## config.mk

```make
export PLATFORM = sky130hd
export DESIGN_NAME = xin_read_sequencer_flat
export DESIGN_NICKNAME = d
export VERILOG_FILES = /design/src/rtl/msdap_pkg.sv /design/src/rtl/xin_read_sequencer_if.sv /design/src/rtl/circ_addr_gen.sv /design/src/rtl/xin_read_sequencer.sv /design/src/flat_wrapper.sv
export SDC_FILE = /design/constraint.sdc
export NUM_CORES = 1
export LEC_CHECK = 0
export ABC_AREA = 1
export CAP_MARGIN = 25
export CORE_ASPECT_RATIO = 0.75
export CORE_UTILIZATION = 38
export CTS_CLUSTER_DIAMETER = 60
export DETAILED_ROUTE_END_ITERATION = 10
export GPL_TIMING_DRIVEN = 0
export PLACE_DENSITY = 0.67
export SLEW_MARGIN = 10
export SYNTH_ARGS = -nofsm -noshare
export SYNTH_HDL_FRONTEND = slang
export SYNTH_SLANG_ARGS = --single-unit
```

## constraint.sdc

```tcl
create_clock -name Sclk -period 2 [get_ports Sclk]
set_input_delay 0.3 -clock Sclk [delete_from_list [all_inputs] [get_ports Sclk]]
set_output_delay 0.3 -clock Sclk [all_outputs]
set_load 0.1 [all_outputs]
```

## src/rtl/msdap_pkg.sv

```systemverilog
`default_nettype none
// ============================================================================
// Module   : msdap_pkg
// Brief    : Shared widths and read-sequencer FSM state encoding.
// Revision : 1.0 - initial release
// ============================================================================
package msdap_pkg;

  localparam int ADDR_W_DEF   = 8;
  localparam int DATA_W_DEF   = 16;
  localparam int MAX_TAPS_DEF = 256;

  typedef enum logic [1:0] {
    IDLE  = 2'd0,
    RUN   = 2'd1,
    DRAIN = 2'd2,
    SKIP  = 2'd3
  } seq_state_e;

endpackage
`default_nettype wire

```

## src/rtl/xin_read_sequencer_if.sv

```systemverilog
`default_nettype none
// ============================================================================
// Module   : xin_read_sequencer_if
// Brief    : Frame control, offset stream, memory read port and sample stream.
// Revision : 1.0 - initial release
// ============================================================================
interface xin_read_sequencer_if
  import msdap_pkg::*;
#(
  parameter int ADDR_W = ADDR_W_DEF,
  parameter int DATA_W = DATA_W_DEF
) ();

  logic              start;
  logic [ADDR_W-1:0] wr_ptr;
  logic              zero_flag;
  logic              off_valid;
  logic [ADDR_W-1:0] off;
  logic              off_last;
  logic              off_ready;
  logic              rd_en;
  logic [ADDR_W-1:0] data_rd_addr;
  logic [DATA_W-1:0] xin_data;
  logic              x_valid;
  logic [DATA_W-1:0] x_data;
  logic              x_last;
  logic              x_ready;
  logic              busy;
  logic              done;
  logic              frame_zero;
  logic              err;

  modport master (
    output start, wr_ptr, zero_flag, off_valid, off, off_last, xin_data, x_ready,
    input  off_ready, rd_en, data_rd_addr, x_valid, x_data, x_last,
           busy, done, frame_zero, err
  );

  modport slave (
    input  start, wr_ptr, zero_flag, off_valid, off, off_last, xin_data, x_ready,
    output off_ready, rd_en, data_rd_addr, x_valid, x_data, x_last,
           busy, done, frame_zero, err
  );

endinterface
`default_nettype wire

```

## src/rtl/circ_addr_gen.sv

```systemverilog
`default_nettype none
// ============================================================================
// Module   : circ_addr_gen
// Brief    : Holds the frame base address and maps tap offset k to base-k.
// Revision : 1.0 - initial release
// ============================================================================
module circ_addr_gen
  import msdap_pkg::*;
#(
  parameter int ADDR_W = ADDR_W_DEF
) (
  input  logic              clk,
  input  logic              rst_n,
  input  logic              i_load,
  input  logic [ADDR_W-1:0] i_wr_ptr,
  input  logic [ADDR_W-1:0] i_off,
  output logic [ADDR_W-1:0] o_addr
);

  logic [ADDR_W-1:0] r_base;

  always_ff @(posedge clk or negedge rst_n) begin
    if (!rst_n) begin
      r_base <= '0;
    end else if (i_load) begin
      r_base <= i_wr_ptr;
    end
  end

  // Natural ADDR_W-bit wraparound gives the circular-buffer modulo.
  assign o_addr = r_base - i_off;

endmodule
`default_nettype wire

```

## src/rtl/xin_read_sequencer.sv

```systemverilog
`default_nettype none
// ============================================================================
// Module   : xin_read_sequencer
// Brief    : Turns per-frame tap offsets into x[n-k] reads and a sample stream.
// Revision : 1.0 - initial release
// ============================================================================
module xin_read_sequencer
  import msdap_pkg::*;
#(
  parameter int ADDR_W   = ADDR_W_DEF,
  parameter int DATA_W   = DATA_W_DEF,
  parameter int MAX_TAPS = MAX_TAPS_DEF
) (
  input  logic                 Sclk,
  input  logic                 Reset_n,
  xin_read_sequencer_if.slave  bus
);

  localparam int c_CNT_W = $clog2(MAX_TAPS + 1);

  seq_state_e         r_state;
  seq_state_e         w_next_state;
  logic [c_CNT_W-1:0] r_tap_cnt;
  logic [ADDR_W-1:0]  w_rd_addr;
  logic [ADDR_W-1:0]  r_last_addr;
  logic [DATA_W-1:0]  r_x_data;
  logic               r_x_valid;
  logic               r_x_last;
  logic               r_done;
  logic               r_frame_zero;
  logic               r_err;
  logic               w_off_ready;
  logic               w_accept;
  logic               w_start_ok;
  logic               w_cap;

  // A start coinciding with done is treated like a start while busy.
  assign w_start_ok = bus.start && (r_state == IDLE) && !r_done;
  assign w_cap      = (r_tap_cnt == c_CNT_W'(MAX_TAPS - 1));

  circ_addr_gen #(
    .ADDR_W (ADDR_W)
  ) u_addr (
    .clk      (Sclk),
    .rst_n    (Reset_n),
    .i_load   (w_start_ok && !bus.zero_flag),
    .i_wr_ptr (bus.wr_ptr),
    .i_off    (bus.off),
    .o_addr   (w_rd_addr)
  );

  always_ff @(posedge Sclk or negedge Reset_n) begin
    if (!Reset_n) begin
      r_state <= IDLE;
    end else begin
      r_state <= w_next_state;
    end
  end

  always_comb begin
    w_next_state = r_state;
    case (r_state)
      IDLE:    if (w_start_ok) w_next_state = bus.zero_flag ? SKIP : RUN;
      RUN:     if (w_accept && (bus.off_last || w_cap)) w_next_state = DRAIN;
      DRAIN:   if (r_x_valid && bus.x_ready) w_next_state = IDLE;
      SKIP:    w_next_state = IDLE;
      default: w_next_state = IDLE;
    endcase
  end

  // Single-stage pipeline: a new offset may enter when the output slot frees.
  always_comb begin
    w_off_ready = 1'b0;
    if (r_state == RUN) begin
      w_off_ready = !r_x_valid || bus.x_ready;
    end
    w_accept = w_off_ready && bus.off_valid;
  end

  always_ff @(posedge Sclk or negedge Reset_n) begin
    if (!Reset_n) begin
      r_tap_cnt    <= '0;
      r_last_addr  <= '0;
      r_x_data     <= '0;
      r_x_valid    <= 1'b0;
      r_x_last     <= 1'b0;
      r_done       <= 1'b0;
      r_frame_zero <= 1'b0;
      r_err        <= 1'b0;
    end else begin
      r_done       <= ((r_state == DRAIN) && r_x_valid && bus.x_ready) || (r_state == SKIP);
      r_frame_zero <= (r_state == SKIP);
      if ((bus.start && !w_start_ok) || (w_accept && w_cap && !bus.off_last)) begin
        r_err <= 1'b1;
      end
      if (w_start_ok) begin
        r_tap_cnt <= '0;
      end else if (w_accept) begin
        r_tap_cnt <= r_tap_cnt + 1'b1;
      end
      if (w_accept) begin
        r_x_valid   <= 1'b1;
        r_x_data    <= bus.xin_data;
        r_x_last    <= bus.off_last || w_cap;
        r_last_addr <= w_rd_addr;
      end else if (bus.x_ready) begin
        r_x_valid <= 1'b0;
      end
    end
  end

  assign bus.off_ready    = w_off_ready;
  assign bus.rd_en        = w_accept;
  assign bus.data_rd_addr = w_accept ? w_rd_addr : r_last_addr;
  assign bus.x_valid      = r_x_valid;
  assign bus.x_data       = r_x_data;
  assign bus.x_last       = r_x_last;
  assign bus.busy         = (r_state != IDLE);
  assign bus.done         = r_done;
  assign bus.frame_zero   = r_frame_zero;
  assign bus.err          = r_err;

endmodule
`default_nettype wire
```

## src/flat_wrapper.sv

```systemverilog
// flat-port wrapper written by rule: the top's interface ports become plain ports
module xin_read_sequencer_flat import msdap_pkg::*;
#(
  parameter int ADDR_W   = ADDR_W_DEF,
  parameter int DATA_W   = DATA_W_DEF,
  parameter int MAX_TAPS = MAX_TAPS_DEF
)
  (Sclk, Reset_n, bus_start, bus_wr_ptr, bus_zero_flag, bus_off_valid, bus_off, bus_off_last, bus_xin_data, bus_x_ready, bus_off_ready, bus_rd_en, bus_data_rd_addr, bus_x_valid, bus_x_data, bus_x_last, bus_busy, bus_done, bus_frame_zero, bus_err);
  xin_read_sequencer_if #(.ADDR_W(ADDR_W), .DATA_W(DATA_W)) bus_i ();
  input  logic Sclk;
  input  logic Reset_n;
  input wire logic [$bits(bus_i.start)-1:0] bus_start;
  input wire logic [$bits(bus_i.wr_ptr)-1:0] bus_wr_ptr;
  input wire logic [$bits(bus_i.zero_flag)-1:0] bus_zero_flag;
  input wire logic [$bits(bus_i.off_valid)-1:0] bus_off_valid;
  input wire logic [$bits(bus_i.off)-1:0] bus_off;
  input wire logic [$bits(bus_i.off_last)-1:0] bus_off_last;
  input wire logic [$bits(bus_i.xin_data)-1:0] bus_xin_data;
  input wire logic [$bits(bus_i.x_ready)-1:0] bus_x_ready;
  output wire logic [$bits(bus_i.off_ready)-1:0] bus_off_ready;
  output wire logic [$bits(bus_i.rd_en)-1:0] bus_rd_en;
  output wire logic [$bits(bus_i.data_rd_addr)-1:0] bus_data_rd_addr;
  output wire logic [$bits(bus_i.x_valid)-1:0] bus_x_valid;
  output wire logic [$bits(bus_i.x_data)-1:0] bus_x_data;
  output wire logic [$bits(bus_i.x_last)-1:0] bus_x_last;
  output wire logic [$bits(bus_i.busy)-1:0] bus_busy;
  output wire logic [$bits(bus_i.done)-1:0] bus_done;
  output wire logic [$bits(bus_i.frame_zero)-1:0] bus_frame_zero;
  output wire logic [$bits(bus_i.err)-1:0] bus_err;
  assign bus_i.start = bus_start;
  assign bus_i.wr_ptr = bus_wr_ptr;
  assign bus_i.zero_flag = bus_zero_flag;
  assign bus_i.off_valid = bus_off_valid;
  assign bus_i.off = bus_off;
  assign bus_i.off_last = bus_off_last;
  assign bus_i.xin_data = bus_xin_data;
  assign bus_i.x_ready = bus_x_ready;
  assign bus_off_ready = bus_i.off_ready;
  assign bus_rd_en = bus_i.rd_en;
  assign bus_data_rd_addr = bus_i.data_rd_addr;
  assign bus_x_valid = bus_i.x_valid;
  assign bus_x_data = bus_i.x_data;
  assign bus_x_last = bus_i.x_last;
  assign bus_busy = bus_i.busy;
  assign bus_done = bus_i.done;
  assign bus_frame_zero = bus_i.frame_zero;
  assign bus_err = bus_i.err;
  xin_read_sequencer #(.ADDR_W(ADDR_W), .DATA_W(DATA_W), .MAX_TAPS(MAX_TAPS)) u_core (.Sclk(Sclk), .Reset_n(Reset_n), .bus(bus_i));
endmodule
```

==> reports/summary.txt <==
status: complete, but fails checks
failing checks: negative setup slack
H-tree Lvls: 2
Multi-input gate area: 1210 um2
Crit path max-delay family: buffers and inverters
CP Class: flip-flop to output port
Synth cell types: 27
Worst slew margin: 35.2%
num ports: 71
row cnt: 24
nets: 437
Reg clk slew, reported paths: 0.09 ns
post-synth top area cell: dfrtp_1
vias per cell: 4.52
Clock Skews: 0.00388 ns
total number of vias: 2113
Die ar.: 6560 um2
Starting Density: 40.0%
Hold Crit Class: input pin to flip-flop
maximum number of pins on one net before global-route repair: 37
slowest CP cell: dfrtp_1
largest family of logic cells by synthesized area: simple AND/OR/NAND/NOR gates
Worst EP required: 1.70 ns
Area after DPL: 3310 um2
Slew Viols, Final: 0
CTS tree: built
Post-Synth Adder-Cell Area: 5.60%
crit share post-route: 116%
TritonCTS Buffers: 5
grt peak-use layer: met2
Layout area overhead: 58.2%
die width: 93.2 um
CP cell instances: inv_2, ha_4, inv_2, fa_2, buf_4, buf_4, xnor2_2, o21ai_4, buf_12
Synthesized Nets: 340
post-route setup TNS: -1.10 ns
CP arrival: 2.02 ns
Iteration-0 DRC Markers: 51
post-route minimum period: 2.32 ns
compound-cell area share of the yosys netlist: 7.92%
first-pass GRT wire length: 9520 um
port bufs: 70
Final WS setup: -0.319 ns
Final Cell Area: 3750 um2
Post-Syn Area: 2370 um2
unrepaired setup endpoints after global routing: yes
maximum buffer depth of the clock tree: 2
Worst Setup End Kind: output port
crit-path max cell delay: 0.38 ns
average wire per standard cell: 11.8 um
storage element area: 1200 um2
Post-route DRC: 0
Place WS: -1.33 ns
mux cell area share after synthesis: 0%
core outline area: 5920 um2
met2 GRT Util: 28.9%
simple-gate share of the synthesized area: 26.4%
Global Route Usage Sum: 18.3%
synthesis warning total: 0
# setup viols final: 7
GRT overflow: 0
Slew @ Worst Pin: 0.975 ns
number of fillers in the final layout: 483
initial antenna violation count: 0
buffers plus inverters on the worst setup path: 5
clk_lat worst skew: 0.30 ns
Seq/Total Area, Yosys: 50.7%
met3 usage in global routing: 4.36%
Die Y-Extent: 70.4 um
vias in the first global route: 2106
DP HPWL: 3880 um
Fmax: 0.431 GHz
Synth Area per Inst: 8.14 um2
Mapped Cells: 291
final hold viol count: 0
share of layout cells above drive strength 1: 27.5%
Synth Register Bits: 48
top cells by area, synth: dfrtp_1 51%, nand2_1 19%, inv_1 5.7%
gpl congestion: 0.789
Post-Synth XOR/XNOR Area: 0.740%
met1 Use GR: 25.6%
CTS Root Cell: clkbuf_8
Max-Cap Viols: 0
Routed Antenna Nets: 0
diode count: 0
clock sink total: 48
Total Wirelength: 5510 um
crit-path max FO: 2
drt pass-1 iters: 4
Yosys top cell area share: 50.7%
CP Launch Type: flip-flop
[placed cells by master, fill, tap and decap left out, drive strengths merged]
master	instances
or2	2
nor2	19
clkdlybuf4s18	1
dfrtp	48
o22ai	1
xnor2	1
nand3b	3
dlygate4sd3	1
o21bai	1
clkdlybuf4s50	29
a21oi	9
dlygate4sd2	27
xor2	1
a22o	1
clkbuf	9
o21ai	18
clkinvlp	1
buf	36
nor3	1
fa	1
clkdlybuf4s15	1
dlymetal6s2s	2
nand3	10
ha	9
and2	1
nand2	119
inv	37
[repair_timing]
item                                   4_1_cts  5_1_grt
endpoints found under the hold margin       12        0
hold buffers                                 1        0
pin swaps                                   17       19
setup buffers                               12        6
setup endpoints to repair                   32        9
gates resized for setup                    140       13
[Yosys cell counts, drive strengths merged]
library cell / instances
o21bai: 1
nand3: 10
a21oi: 9
dfrtp: 48
buf: 6
xnor2: 1
or2: 2
and2: 1
o22ai: 1
fa: 1
a22o: 1
inv: 37
nor3: 1
nor2: 19
nand3b: 3
clkbuf: 3
ha: 9
nand2: 119
o21ai: 18
xor2: 1
[flip-flops by register name, indices dropped and copies added, names as in the netlist]
name / count
u_core.bus.err: 1
u_core.bus.x_last: 1
u_core.bus.x_data: 16
u_core.r_last_addr: 8
u_core.r_state: 2
u_core.bus.done: 1
u_core.u_addr.r_base: 8
u_core.r_tap_cnt: 9
u_core.bus.frame_zero: 1
u_core.bus.x_valid: 1
[layer usage]
layer  part of all wire (%)  routed length, um
met1                     48               2670
met2                     46               2540
met3                    4.8                266
met4                   0.60                 33
met5                      0                  0
[metrics by stage]
| stage | hold WS (ns) | util (%) | instances |
|---|---|---|---|
| 2_1_floorplan | 0.00441 | - | 291 |
| 3_3_place_gp | 0.462 | 55.7 | 439 |
| 3_5_place_dp | 0.213 | 55.9 | 440 |
| 4_1_cts | 0.426 | 62.0 | 461 |
| 5_1_grt | 0.330 | 63.3 | 467 |
| 6_report | 0.310 | 63.3 | 467 |
[area by class of cell]
type,instances,share of cell area [%]
Sequential cell,48,32.2
Tap cell,78,2.61
Buffer,9,2.37
Multi-Input combinational cell,197,32.2
Clock inverter,1,0.200
Timing Repair Buffer,90,24.4
Clock buffer,7,2.30
Inverter,37,3.71
[cell families after synthesis]
group                    count (synthesis)
XOR/XNOR                                 2
AO/OA/AOI/OAI                           30
AND/OR/NAND/NOR                        155
buffers and inverters                   46
flip-flops                              48
adder cells (fa/ha/maj)                 10
[worst register-to-register path, cell delays in order, from the launching register on]
cell and delay [ns]:
dfrtp_1 0.40, ha_1 0.18, nand2_1 0.07, nor2_1 0.13
nand2_1 0.10, nor3_1 0.19, ha_1 0.21, o21ai_0 0.13
nand2_1 0.12, nand2_1 0.06, nor2_1 0.08
[path summary, 6_finish.rpt]
path,endpoint,slack [ns],startpoint,cells past startpoint
worst max-delay path,bus_data_rd_addr[2],-0.32,u_core.u_addr.r_base[0],9
worst min register to register,u_core.bus.x_data[12],0.48,u_core.bus.x_data[12],2
worst max register to register,u_core.r_state[1],0.27,u_core.r_tap_cnt[0],10
max in group asynchronous,u_core.bus.x_valid,1.07,Reset_n,3
min in group asynchronous,u_core.bus.x_data[0],0.42,Reset_n,2
worst min-delay path,u_core.bus.done,0.31,bus_x_ready,3
Power is left out: the tool's default activity adds up to more than one toggle a clock period on the data nets, which glitch-free logic cannot reach.
